===== src/rtl/lcd1602_reader.sv =====
// lcd1602_reader: HD44780 read engine (busy-flag/AC or data read, optional busy polling with timeout)
module lcd1602_reader #(
  parameter int clk_mhz  = 27,
  parameter int T_AS     = (60 * clk_mhz + 999) / 1000,
  parameter int T_EN     = (450 * clk_mhz + 999) / 1000,
  parameter int T_H      = 2,
  parameter int T_GAP    = 10,
  parameter int POLL_MAX = 1000
) (
  input  logic       iclk,
  input  logic       irst,
  input  logic       req,
  input  logic       req_rs,
  input  logic       poll_busy,
  input  logic [7:0] lcd_data_in,
  output logic [7:0] rdata,
  output logic       rdata_valid,
  output logic       timeout,
  output logic       busy,
  output logic       LCD_RS,
  output logic       LCD_RW,
  output logic       LCD_EN,
  output logic       lcd_data_oe
);
  localparam int PW = (POLL_MAX > 1) ? $clog2(POLL_MAX + 1) : 1;

  typedef enum logic [2:0] {IDLE, SETUP, EN_HI, HOLD, GAP, DONE} state_t;

  state_t        state, state_n;
  logic [7:0]    cnt, cnt_load;
  logic [PW-1:0] poll_cnt;
  logic          rs_q, poll_q, last, more, at_limit;

  assign last     = cnt == 8'd0;
  assign more     = poll_q && rdata[7];
  assign at_limit = int'(poll_cnt) + 1 >= POLL_MAX;

  // state register; the phase counter reloads whenever a new state is entered
  always_ff @(posedge iclk or negedge irst) begin
    if (!irst) begin
      state <= IDLE;
      cnt   <= '0;
    end else begin
      state <= state_n;
      cnt   <= (state_n != state) ? cnt_load : cnt - 1'b1;
    end
  end

  // next-state logic and per-state counter reload value
  always_comb begin
    state_n = state;
    case (state)
      IDLE:    state_n = req ? SETUP : IDLE;
      SETUP:   state_n = last ? EN_HI : SETUP;
      EN_HI:   state_n = last ? HOLD : EN_HI;
      HOLD:    state_n = last ? GAP : HOLD;
      GAP:     state_n = last ? ((more && !at_limit) ? SETUP : DONE) : GAP;
      DONE:    state_n = IDLE;
      default: state_n = IDLE;
    endcase
    cnt_load = state_n == SETUP ? 8'(T_AS - 1)  :
               state_n == EN_HI ? 8'(T_EN - 1)  :
               state_n == HOLD  ? 8'(T_H - 1)   :
               state_n == GAP   ? 8'(T_GAP - 1) : 8'd0;
  end

  // request latching, poll counting, byte capture at the end of EN and timeout flag for DONE
  always_ff @(posedge iclk or negedge irst) begin
    if (!irst) begin
      rs_q     <= 1'b0;
      poll_q   <= 1'b0;
      poll_cnt <= '0;
      rdata    <= 8'h00;
      timeout  <= 1'b0;
    end else begin
      if (state == IDLE && req) begin
        rs_q     <= req_rs;
        poll_q   <= poll_busy && !req_rs;
        poll_cnt <= '0;
      end
      if (state == GAP && last && more && !at_limit) poll_cnt <= poll_cnt + 1'b1;
      if (state == EN_HI && last) rdata <= lcd_data_in;
      timeout <= state == GAP && last && more && at_limit;
    end
  end

  // bus and status outputs decoded from state; RW drops in GAP before oe returns in DONE
  always_comb begin
    busy        = state != IDLE;
    rdata_valid = state == DONE;
    LCD_EN      = state == EN_HI;
    LCD_RW      = state == SETUP || state == EN_HI || state == HOLD;
    LCD_RS      = rs_q && (LCD_RW || state == GAP);
    lcd_data_oe = state == IDLE || state == DONE;
  end
endmodule

===== config.mk =====
export PLATFORM = sky130hd
export DESIGN_NAME = lcd1602_reader
export DESIGN_NICKNAME = d
export VERILOG_FILES = /design/src/rtl/lcd1602_reader.sv
export SDC_FILE = /design/constraint.sdc
export NUM_CORES = 1
export LEC_CHECK = 0
export CORE_ASPECT_RATIO = 0.8
export CORE_UTILIZATION = 54
export CTS_CLUSTER_DIAMETER = 30
export DETAILED_ROUTE_END_ITERATION = 6
export PLACE_DENSITY = 0.79
export SLEW_MARGIN = 25
export SYNTH_ARGS = -nofsm -noshare
export SYNTH_HDL_FRONTEND = slang
export SYNTH_SLANG_ARGS = --single-unit

===== constraint.sdc =====
create_clock -name iclk -period 2.51 [get_ports iclk]
set_input_delay 0.502 -clock iclk [delete_from_list [all_inputs] [get_ports iclk]]
set_output_delay 0.502 -clock iclk [all_outputs]
set_load 0.03 [all_outputs]

==> results of run 1 <==
metal layers:
metal	vias to the layer above	wire [um]	GRT usage	part of all wire
li1	741	-	-	-
met1	735	1900	0.337	0.47
met2	56	1820	0.380	0.45
met3	0	329	0.0917	0.081
met4	0	0	0.0532	0
met5	-	0	0	0
flip-flops by register name, indices dropped and copies added (netlist names):
register / cells
state: 3
rdata: 8
rs_q: 1
cnt: 8
poll_cnt: 10
timeout: 1
poll_q: 1
layout make-up:
class / count / area [um^2]
Clock buffer: 7 / 96.3
Timing Repair Buffer: 36 / 343
Inverter: 6 / 22.5
Multi-Input combinational cell: 142 / 1020
Tap cell: 40 / 50.0
Fill cell: 222 / 816
Sequential cell: 32 / 801
Clock inverter: 1 / 30.0
report_power, final:
part | internal [W] | switching, W
combinational | 0.000382 | 0.000466
sequential | 0.000632 | 0.000135
clock | 0.000350 | 0.000186
per-stage QoR:
step,instances,setup WS [ns],cell area (um^2),util,power [W]
after floorplan,186,0.375,1860,-,0.00132
after global placement,256,0.397,2220,0.700,0.00159
after detailed placement,256,0.319,2220,0.700,0.00161
after CTS,264,0.00249,2350,0.740,0.00216
after global routing,264,0.0415,2360,0.743,0.00230
final,264,0.111,2360,0.743,0.00215
cell families (layout without fill, tap and decap cells):
| kind of cell | after synthesis | in the layout |
|---|---|---|
| AOI/OAI and AO/OA | 46 | 46 |
| xor gates and xnor gates | 11 | 11 |
| adders and majority gates | 3 | 3 |
| buffers and inverters | 12 | 50 |
| DFF | 32 | 32 |
| muxes | 11 | 11 |
| and+or+nand+nor | 71 | 71 |
critical path: cells and delay by family (launching register included):
kind | cells | cell delay [ns]
buffers and inverters | 1 | 0.72
flip-flops | 1 | 0.47
AND/OR/NAND/NOR | 2 | 0.42
how the worst max path moves through the flow:
| stage | to |
|---|---|
| floorplan | poll_cnt[0] |
| global placement | LCD_RS |
| detailed placement | lcd_data_oe |
| CTS | lcd_data_oe |
| global route | LCD_EN |
| finish | LCD_EN |
Yosys cell counts, types with 2 or more instances:
master / number
a21o_2: 3
a21oi_1: 11
a22o_1: 3
a31oi_1: 2
and2_1: 3
and2_2: 3
clkbuf_1: 3
dfrtp_1: 32
ha_1: 3
inv_1: 6
mux2_2: 9
nand2_1: 17
nand2b_1: 2
nand3_1: 5
nand4_1: 2
nor2_1: 19
nor2b_1: 6
nor3_1: 5
o211a_1: 3
o211ai_1: 2
o21ai_0: 4
o22a_1: 2
o22ai_1: 2
or3_1: 2
xnor2_1: 4
xor2_1: 7
==> results by group, run 1 <==
Die
  • Die H: ~55 um
  • Core outline area: 3180 um^2
  • IO Pins: 28
  • Cell Rows: 18
  • Die X: 67.7 um
  • Starting Density: 0.587
  • Die area: 3690 um^2

Logic synthesis
  • Cells after Synth: 186
  • Top_reg_cell synth: dfrtp_1
  • Synth unique cells: 52
  • Cell Area, Synth: between 1500 and 2000 um^2
  • Post-synthesis sequential area ratio: 0.430
  • Post-synth ARST share: 1.00
  • Compound-gate portion of the synthesized area: 0.197
  • Post-synthesis simple-gate area fraction: 0.207
  • Synth area leader: dfrtp_1
  • Most area-consuming cells after synthesis: dfrtp_1 (43%), mux2_2 (5.4%), nor2_1 (3.8%)
  • XOR/XNOR Fraction of Synth Area: 0.0517
  • Syn Area/Cell: 10.0 um^2
  • Post-synthesis register bit count: 32
  • Post-Synth Adder-Cell Area: 0.0201
  • Top cell type's share of synthesized area: 0.430
  • Largest family of logic cells by synthesized area: simple AND/OR/NAND/NOR gates
  • Post-synthesis mux area share: 0.0678
  • Syn Nets: ~200
  • Synth warnings: 0
  • Number of flops mapped to enable cells by yosys: 0

Global route
  • Largest net degree at the start of global routing: 33
  • First-pass GRT wire length: 6360 um
  • Vias in the first global route: 1343
  • Global Route Usage Sum: 0.249
  • Global route overflow: 0
  • Antenna violations before repair: 0

Clocking
  • Clock Sinks: 32
  • Number of H-tree levels: 2
  • CTS tree: built
  • Post-CTS resize count: 0
  • Max Root-Sink Buffers: 2
  • # hold bufs at CTS: 0
  • Number of buffers created by CTS: 5
  • Post-CTS Setup Bufs: 0
  • Worst-path clk slew: approximately 0.070 ns
  • Clock root cell: clkbuf_8
  • Clock Latency Late Sink: roughly 0.28 ns

Detailed routing
  • WL final: between 4000 and 5000 um
  • Vias/cell: 5.80
  • Drt first-iter violations: 68
  • DRC: 0
  • Router iterations before antenna repair: 5
  • Total vias in the final route: about 1500
  • Post-DRT Antenna Nets: 0
  • Avg WL per Cell: 15.3 um

Timing
  • Hold Fails Final Rpt: 0
  • Setup TNS: 0 ns
  • Final Max Slew Viols: 0
  • Worst slew margin: 0.706
  • Fin Clk Skew: approximately 0.0036 ns
  • Fmax: 417 MHz
  • RSZ-0062 raised after global routing: no
  • Least-Margin Pin Slew: 0.428 ns
  • Hold Worst Slack: 0.505 ns
  • Final setup fails: 0
  • Final min period: 2.40 ns
  • Final worst path period share: 0.956

Worst setup path
  • R2r worst-path depth: 7
  • CP cell instances: nand2b_1 -> nor2_1 -> clkdlybuf4s50_1
  • Critical path type: reg -> out
  • R2R Path Start: poll_cnt[0]
  • CP endpoint kind: primary output
  • Worst-path fanout max: 8
  • Critical Path Start Type: register
  • Largest stage delay on the critical path: 0.72 ns
  • Reg2reg end: poll_cnt[9]
  • Slowest cell on crit path: clkdlybuf4s50_1
  • Worst EP required: 2.01 ns
  • Worst path arrival time: about 1.9 ns
  • CP Launch Point: state[2]
  • R2r setup slk: 0.31 ns

Worst hold path
  • Worst Hold Path EP: rdata[3]
  • Min-delay src: rdata[3]
  • Worst hold stages: 1
  • HP Class: reg -> reg

Cells and area
  • Total Nets Final: 239
  • Area growth syn-to-layout: 26.6%
  • Layout cells sized above 1: 0.192
  • Most frequent cells in the layout: dfrtp_1 (32), clkdlybuf4s50_1 (25), nor2_1 (19), nand2_1 (17), a21oi_1 (11)
  • Most common cell after layout, fill and taps aside: dfrtp_1
  • Ant diodes: 0

Placement
  • Placer Congestion: 0.873
  • Hpwl dp: 2900 um
  • Input/output buffers: 27

Outcome
  • Status: finished, final reports clean

Pwr
  • Leak: 1.14 nW
  • VDD IR max: 0.608 mV
  • Pwr/cell area: 912 nW/um^2

Run
  • Max Cap Viol: 0
(Power assumes the default switching activity.)
==> inputs of run 2 (changes only) <==
--- a/config.mk
+++ b/config.mk
@@ -6,10 +6,11 @@
 export NUM_CORES = 1
 export LEC_CHECK = 0
 export CORE_ASPECT_RATIO = 0.8
-export CORE_UTILIZATION = 54
+export CORE_MARGIN = 5
+export CORE_UTILIZATION = 48
 export CTS_CLUSTER_DIAMETER = 30
 export DETAILED_ROUTE_END_ITERATION = 6
-export PLACE_DENSITY = 0.79
+export PLACE_DENSITY = 0.74
 export SLEW_MARGIN = 25
 export SYNTH_ARGS = -nofsm -noshare
 export SYNTH_HDL_FRONTEND = slang
==> constraint.sdc (replaced) <==
create_clock -name iclk -period 2 [get_ports iclk]
set_input_delay 0.4 -clock iclk [delete_from_list [all_inputs] [get_ports iclk]]
set_output_delay 0.4 -clock iclk [all_outputs]
set_load 0.03 [all_outputs]
==> results by group, run 2 (synthesized netlist as in run 1, its figures left out) <==
Cells and area
  • Most frequent cells in the layout: dfrtp_1 (31), buf_4 (28), clkdlybuf4s50_1 (21), nor2_1 (18), nand2_1 (17) (was dfrtp_1 (32), clkdlybuf4s50_1 (25), nor2_1 (19), nand2_1 (17), a21oi_1 (11))
  • Largest regs: poll_cnt x10, cnt x8, rdata x8 (unchanged)
  • Finished Layout Cells: 297 (was 264)
  • Total Nets Final: 257 (was 239)
  • Area growth syn-to-layout: 36.1% (was 26.6%)
  • Fillers: 267 (was 222)
  • Register name with the most flops: poll_cnt (unchanged)
  • Most common cell after layout, fill and taps aside: dfrtp_1 (unchanged)
  • Max reg flops: 10 (unchanged)
  • Ant diodes: 0 (unchanged)
  • Layout cells sized above 1: 0.289 (was 0.192)

Worst hold path
  • HP Class: in -> async (was reg -> reg)

Worst setup path
  • CP Launch Point: state[1] (was state[2])
  • Critical Path Start Type: register (unchanged)
  • R2R Path Start: poll_cnt[0] (unchanged)
  • Largest stage delay on the critical path: 0.43 ns (was 0.72 ns)
  • CP cell instances: nor2_2 -> and2_1 -> o21a_1 -> buf_4 (was nand2b_1 -> nor2_1 -> clkdlybuf4s50_1)
  • Worst-path fanout max: 5 (was 8)
  • CP endpoint kind: primary output (unchanged)
  • R2r setup slk: 0.09 ns (was 0.31 ns)
  • Slowest cell on crit path: dfrtp_1 (was clkdlybuf4s50_1)
  • R2r worst-path depth: 7 (unchanged)
  • Critical path type: reg -> out (unchanged)
  • Reg2reg end: poll_cnt[0] (was poll_cnt[9])
  • Worst setup endpoint: LCD_RS (was LCD_EN)
  • Worst EP required: 1.60 ns (was 2.01 ns)
  • Worst path arrival time: 1.53 ns (was 1.90 ns)

Placement
  • Placed insts: 288 (was 256)
  • Hpwl dp: 3490 um (was 2900 um)
  • Input/output buffers: 27 (unchanged)
  • Placer Congestion: 0.892 (was 0.873)
  • Pre-CTS setup slack: -0.0708 ns (was 0.319 ns)

Global route
  • Largest net degree at the start of global routing: 33 (unchanged)
  • Vias in the first global route: 1649 (was 1343)
  • Global Route Usage Sum: 0.205 (was 0.249)
  • First-pass GRT wire length: 8070 um (was 6360 um)
  • Global route overflow: 0 (unchanged)
  • Antenna violations before repair: 0 (unchanged)

Timing
  • Final min period: 1.93 ns
  • RSZ-0062 raised after global routing: yes (was no)
  • Fin Clk Skew: 0.0112 ns (was 0.00363 ns)
  • Final setup fails: 0 (unchanged)
  • Setup TNS: 0 ns (unchanged)
  • Fin worst setup slack: 0.0715 ns (was 0.111 ns)
  • Least-Margin Pin Slew: 0.463 ns (was 0.428 ns)
  • Fmax: 519 MHz
  • Final Max Slew Viols: 0 (unchanged)
  • Hold Fails Final Rpt: 0 (unchanged)
  • Worst slew margin: 0.683 (was 0.706)
  • Final worst path period share: 0.964

Clocking
  • Worst-path clk slew: 0.08 ns (was 0.07 ns)
  • Max Root-Sink Buffers: 2 (unchanged)
  • # hold bufs at CTS: 0 (unchanged)
  • Number of H-tree levels: 2 (unchanged)
  • CTS tree: built (unchanged)
  • Clock root cell: clkbuf_8 (unchanged)
  • Clock Latency Late Sink: 0.30 ns (was 0.28 ns)
  • Clock Sinks: 32 (unchanged)
  • Number of buffers created by CTS: 5 (unchanged)

Detailed routing
  • Avg WL per Cell: 16.2 um (was 15.3 um)
  • DRC: 0 (unchanged)
  • WL final: 4820 um (was 4050 um)
  • Vias/cell: 5.64 (was 5.80)
  • Post-DRT Antenna Nets: 0 (unchanged)
  • Drt first-iter violations: 141 (was 68)
  • Router iterations before antenna repair: 4 (was 5)
  • Total vias in the final route: 1675 (was 1532)

Die
  • Die H: 65.7 um (was 54.6 um)
  • IO Pins: 28 (unchanged)
  • Starting Density: 0.493 (was 0.587)
  • Die X: 79.7 um (was 67.7 um)
  • Cell Rows: 20 (was 18)
  • Core outline area: 3780 um^2 (was 3180 um^2)
  • Die area: 5240 um^2 (was 3690 um^2)

Pwr
  • VDD IR max: 0.632 mV (was 0.608 mV)
  • Pwr/cell area: 1100 nW/um^2 (was 912 nW/um^2)
  • Leak: 1.20 nW (was 1.14 nW)

Outcome
  • Status: finished, final reports clean (unchanged)

Run
  • Max Cap Viol: 0 (unchanged)
## run 2: cell type report
class	count	area [um^2]	share of cell area
Clock buffer	5	68.8	0.0271
Inverter	6	22.5	0.00888
Tap cell	55	68.8	0.0271
Multi-Input combinational cell	142	1050	0.416
Timing Repair Buffer	54	478	0.188
Clock inverter	3	42.5	0.0168
Sequential cell	32	802	0.316
## run 2: critical path: cells and delay by family, from the launching register on
family | cells | cell delay, ns
buffers and inverters | 1 | 0.15
AND/OR/NAND/NOR | 2 | 0.48
flip-flops | 1 | 0.43
AO/OA/AOI/OAI | 1 | 0.16
## run 2: per-stage QoR
| step | hold slack (ns) | power [W] | cell area [um^2] | utilization |
|---|---|---|---|---|
| after floorplan | 0.104 | 0.00167 | 1870 | - |
| final | 0.490 | 0.00279 | 2540 | 0.672 |
| after global placement | 0.487 | 0.00208 | 2380 | 0.630 |
| after CTS | 0.509 | 0.00278 | 2500 | 0.663 |
| after detailed placement | 0.497 | 0.00214 | 2380 | 0.630 |
| after global routing | 0.527 | 0.00297 | 2540 | 0.672 |
## run 2: how the worst min path moves through the flow
stage | endpoint | slack [ns]
final | poll_cnt[9] | 0.49
after global routing | rdata[5] | 0.53
after CTS | poll_cnt[0] | 0.51
after detailed placement | rdata[2] | 0.50
after global placement | rdata[0] | 0.49
after floorplan | cnt[0] | 0.10
## run 2: power breakdown
part	switching, W	total (W)	internal [W]
combinational	0.000666	0.00121	0.000543
sequential	0.000145	0.000938	0.000793
clock	0.000270	0.000638	0.000368
total	0.00108	0.00279	0.00170
## run 2: what timing repair did
action / in CTS / in global routing
setup endpoints to repair: 15 / 13
gates resized for setup: 7 / 8
pin swaps: 1 / 4
setup buffers: 1 / 0
## run 2: layer usage
metal,GRT usage,share of wire,wire [um],up-vias
li1,-,-,-,778
met3,0.0397,0.087,420,12
met2,0.324,0.48,2300,76
met5,0,0,0,-
met4,0.0987,0.026,124,0
met1,0.269,0.41,1970,809
==> inputs of run 3 (changes only) <==
--- a/config.mk
+++ b/config.mk
@@ -11,6 +11,7 @@
 export CTS_CLUSTER_DIAMETER = 30
 export DETAILED_ROUTE_END_ITERATION = 6
 export PLACE_DENSITY = 0.74
+export SETUP_SLACK_MARGIN = 0.05
 export SLEW_MARGIN = 25
 export SYNTH_ARGS = -nofsm -noshare
 export SYNTH_HDL_FRONTEND = slang
==> results by group, run 3 (synthesized netlist as in run 1, its figures left out) <==
Outcome
  • Status: finished, final reports clean (unchanged)

Clocking
  • Number of H-tree levels: 2 (unchanged)
  • Number of buffers created by CTS: 5 (unchanged)
  • # hold bufs at CTS: 0 (unchanged)
  • Clock Sinks: 32 (unchanged)
  • Clock root cell: clkbuf_8 (unchanged)
  • Worst-path clk slew: 0.07 ns (was 0.08 ns)
  • CTS tree: built (unchanged)
  • Clock Latency Late Sink: 0.29 ns (was 0.30 ns)
  • Max Root-Sink Buffers: 2 (unchanged)

Worst setup path
  • R2r worst-path depth: 7 (unchanged)
  • Critical Path Start Type: register (unchanged)
  • Worst-path fanout max: 5 (unchanged)
  • CP Launch Point: state[1] (unchanged)
  • Worst setup endpoint: LCD_RW (was LCD_RS)
  • R2R Path Start: poll_cnt[1] (was poll_cnt[0])
  • Worst path arrival time: 1.50 ns (was 1.53 ns)
  • Worst EP required: 1.60 ns (about the same)
  • Reg2reg end: poll_cnt[0] (unchanged)
  • CP endpoint kind: primary output (unchanged)
  • CP cell instances: nor2_2 -> nor2_1 -> clkdlybuf4s15_1 (was nor2_2 -> and2_1 -> o21a_1 -> buf_4)
  • Slowest cell on crit path: dfrtp_1 (unchanged)
  • Largest stage delay on the critical path: 0.44 ns (was 0.43 ns)
  • Critical path type: reg -> out (unchanged)
  • R2r setup slk: 0.11 ns (was 0.09 ns)

Placement
  • Placed cell area: 2390 um^2 (was 2380 um^2)
  • Input/output buffers: 27 (unchanged)
  • Hpwl dp: 3530 um (was 3490 um)
  • Placer Congestion: 0.914 (was 0.892)

Global route
  • First-pass GRT wire length: 8360 um (was 8070 um)
  • Global route overflow: 0 (unchanged)
  • Vias in the first global route: 1708 (was 1649)
  • Largest net degree at the start of global routing: 33 (unchanged)
  • Antenna violations before repair: 0 (unchanged)
  • Global Route Usage Sum: 0.208 (was 0.205)

Detailed routing
  • Total vias in the final route: 1674 (was 1675)
  • WL final: 4920 um (was 4820 um)
  • Router iterations before antenna repair: 5 (was 4)
  • DRC: 0 (unchanged)
  • Avg WL per Cell: 16.2 um (about the same)
  • Post-DRT Antenna Nets: 0 (unchanged)
  • Drt first-iter violations: 165 (was 141)
  • Vias/cell: 5.52 (was 5.64)

Timing
  • Fin Clk Skew: 0.00598 ns (was 0.0112 ns)
  • Least-Margin Pin Slew: 0.399 ns (was 0.463 ns)
  • Fmax: 527 MHz (was 519 MHz)
  • Final worst path period share: 0.948 (was 0.964)
  • Final min period: 1.90 ns (was 1.93 ns)
  • Hold Fails Final Rpt: 0 (unchanged)
  • RSZ-0062 raised after global routing: yes (unchanged)
  • Final Max Slew Viols: 0 (unchanged)
  • Final setup fails: 0 (unchanged)
  • Worst slew margin: 0.727 (was 0.683)

Pwr
  • Logic gate share of total power: 0.437 (was 0.434)
  • Reg power frac: 0.339 (was 0.337)
  • Pwr/cell area: 1070 nW/um^2 (was 1100 nW/um^2)
  • Leak: 1.24 nW (was 1.20 nW)
  • P_sw: 0.00108 W (about the same)
  • VDD IR max: 0.695 mV (was 0.632 mV)
  • Int Pwr: 0.00172 W (was 0.00170 W)
  • Clock power frac: 0.224 (was 0.229)
  • Switching Fraction: 0.385 (was 0.388)

Die
  • Die area: 5240 um^2 (unchanged)
  • Core outline area: 3780 um^2 (unchanged)
  • Die X: 79.7 um (unchanged)
  • Cell Rows: 20 (unchanged)
  • IO Pins: 28 (unchanged)
  • Die H: 65.7 um (unchanged)
  • Starting Density: 0.493 (unchanged)

Cells and area
  • Design area: 2610 um^2 (was 2540 um^2)
  • Most frequent cells in the layout: buf_4 (33), dfrtp_1 (31), clkdlybuf4s50_1 (21), nor2_1 (17), nand2_1 (17) (was dfrtp_1 (31), buf_4 (28), clkdlybuf4s50_1 (21), nor2_1 (18), nand2_1 (17))
  • Fin util: 0.691 (was 0.672)
  • Most common cell after layout, fill and taps aside: buf_4 (was dfrtp_1)
  • Area growth syn-to-layout: 40.1% (was 36.1%)
  • Largest regs: poll_cnt x10, cnt x8, rdata x8 (unchanged)
  • Register name with the most flops: poll_cnt (unchanged)
  • Ant diodes: 0 (unchanged)
  • Layout cells sized above 1: 0.331 (was 0.289)
  • Max reg flops: 10 (unchanged)
  • Total Nets Final: 263 (was 257)

Worst hold path
  • HP Class: in -> async (unchanged)

Run
  • Max Cap Viol: 0 (unchanged)
run 3: changes by cell type in the layout (fill, tap and decap cells not counted), sizes merged:
cell and delta:
dlygate4sd2 -1, buf +6, clkdlybuf4s15 +1
run 3: worst min path at each step:
stage,to,cells past startpoint,slack (ns),startpoint
2_1_floorplan,cnt[0],0,0.10,irst
3_3_place_gp,rdata[0],1,0.49,rdata[0]
3_5_place_dp,rdata[1],1,0.50,rdata[1]
4_1_cts,rdata[3],1,0.51,rdata[3]
5_1_grt,rdata[3],1,0.53,rdata[3]
6_report,cnt[7],2,0.51,irst
run 3: layout make-up:
cell class,instances,area [um^2]
clock buffer,5,68.8
clock inverter,3,42.5
inverter,6,22.5
timing repair buffer,60,528
tap,55,68.8
multi-input combinational,142,1080
sequential,32,802
fill,274,1170
run 3: metal layers:
metal	track usage	vias up	routed length [um]
met4	0.0730	0	75
li1	-	786	-
met1	0.279	817	2250
met3	0.0384	8	367
met2	0.336	63	2230
met5	0	-	0
run 3: power groups by stage:
stage               sequential, W  clock [W]  combinational, W
detailed placement       0.000946          0           0.00119
global placement         0.000933          0           0.00115
CTS                      0.000936   0.000629           0.00121
global route             0.000974   0.000663           0.00136
finish                   0.000947   0.000625           0.00122
floorplan                0.000976          0          0.000693
run 3: worst max-delay path: cells and delay by family, from the launching register on:
kind	cells	cell delay, ns
buffers and inverters	1	0.43
DFF	1	0.44
and+or+nand+nor	2	0.35
run 3: timing repair:
item                                    in CTS  in global routing
resized for setup                            9                 14
endpoints found under the setup margin      14                 16
pin swaps                                    3                  8
setup buffers                                3                  3
cloned                                       0                  0
run 3: metrics by stage:
stage / setup WS (ns) / instances / total power (W) / setup TNS, ns / hold slack [ns]
final: 0.103 / 303 / 0.00279 / 0 / 0.508
after global routing: 0.0292 / 303 / 0.00299 / 0 / 0.530
after CTS: 0.0539 / 300 / 0.00277 / 0 / 0.508
after detailed placement: -0.0492 / 289 / 0.00213 / -0.120 / 0.497
after global placement: 0.0184 / 289 / 0.00209 / 0 / 0.487
after floorplan: -0.0558 / 186 / 0.00167 / -0.135 / 0.104
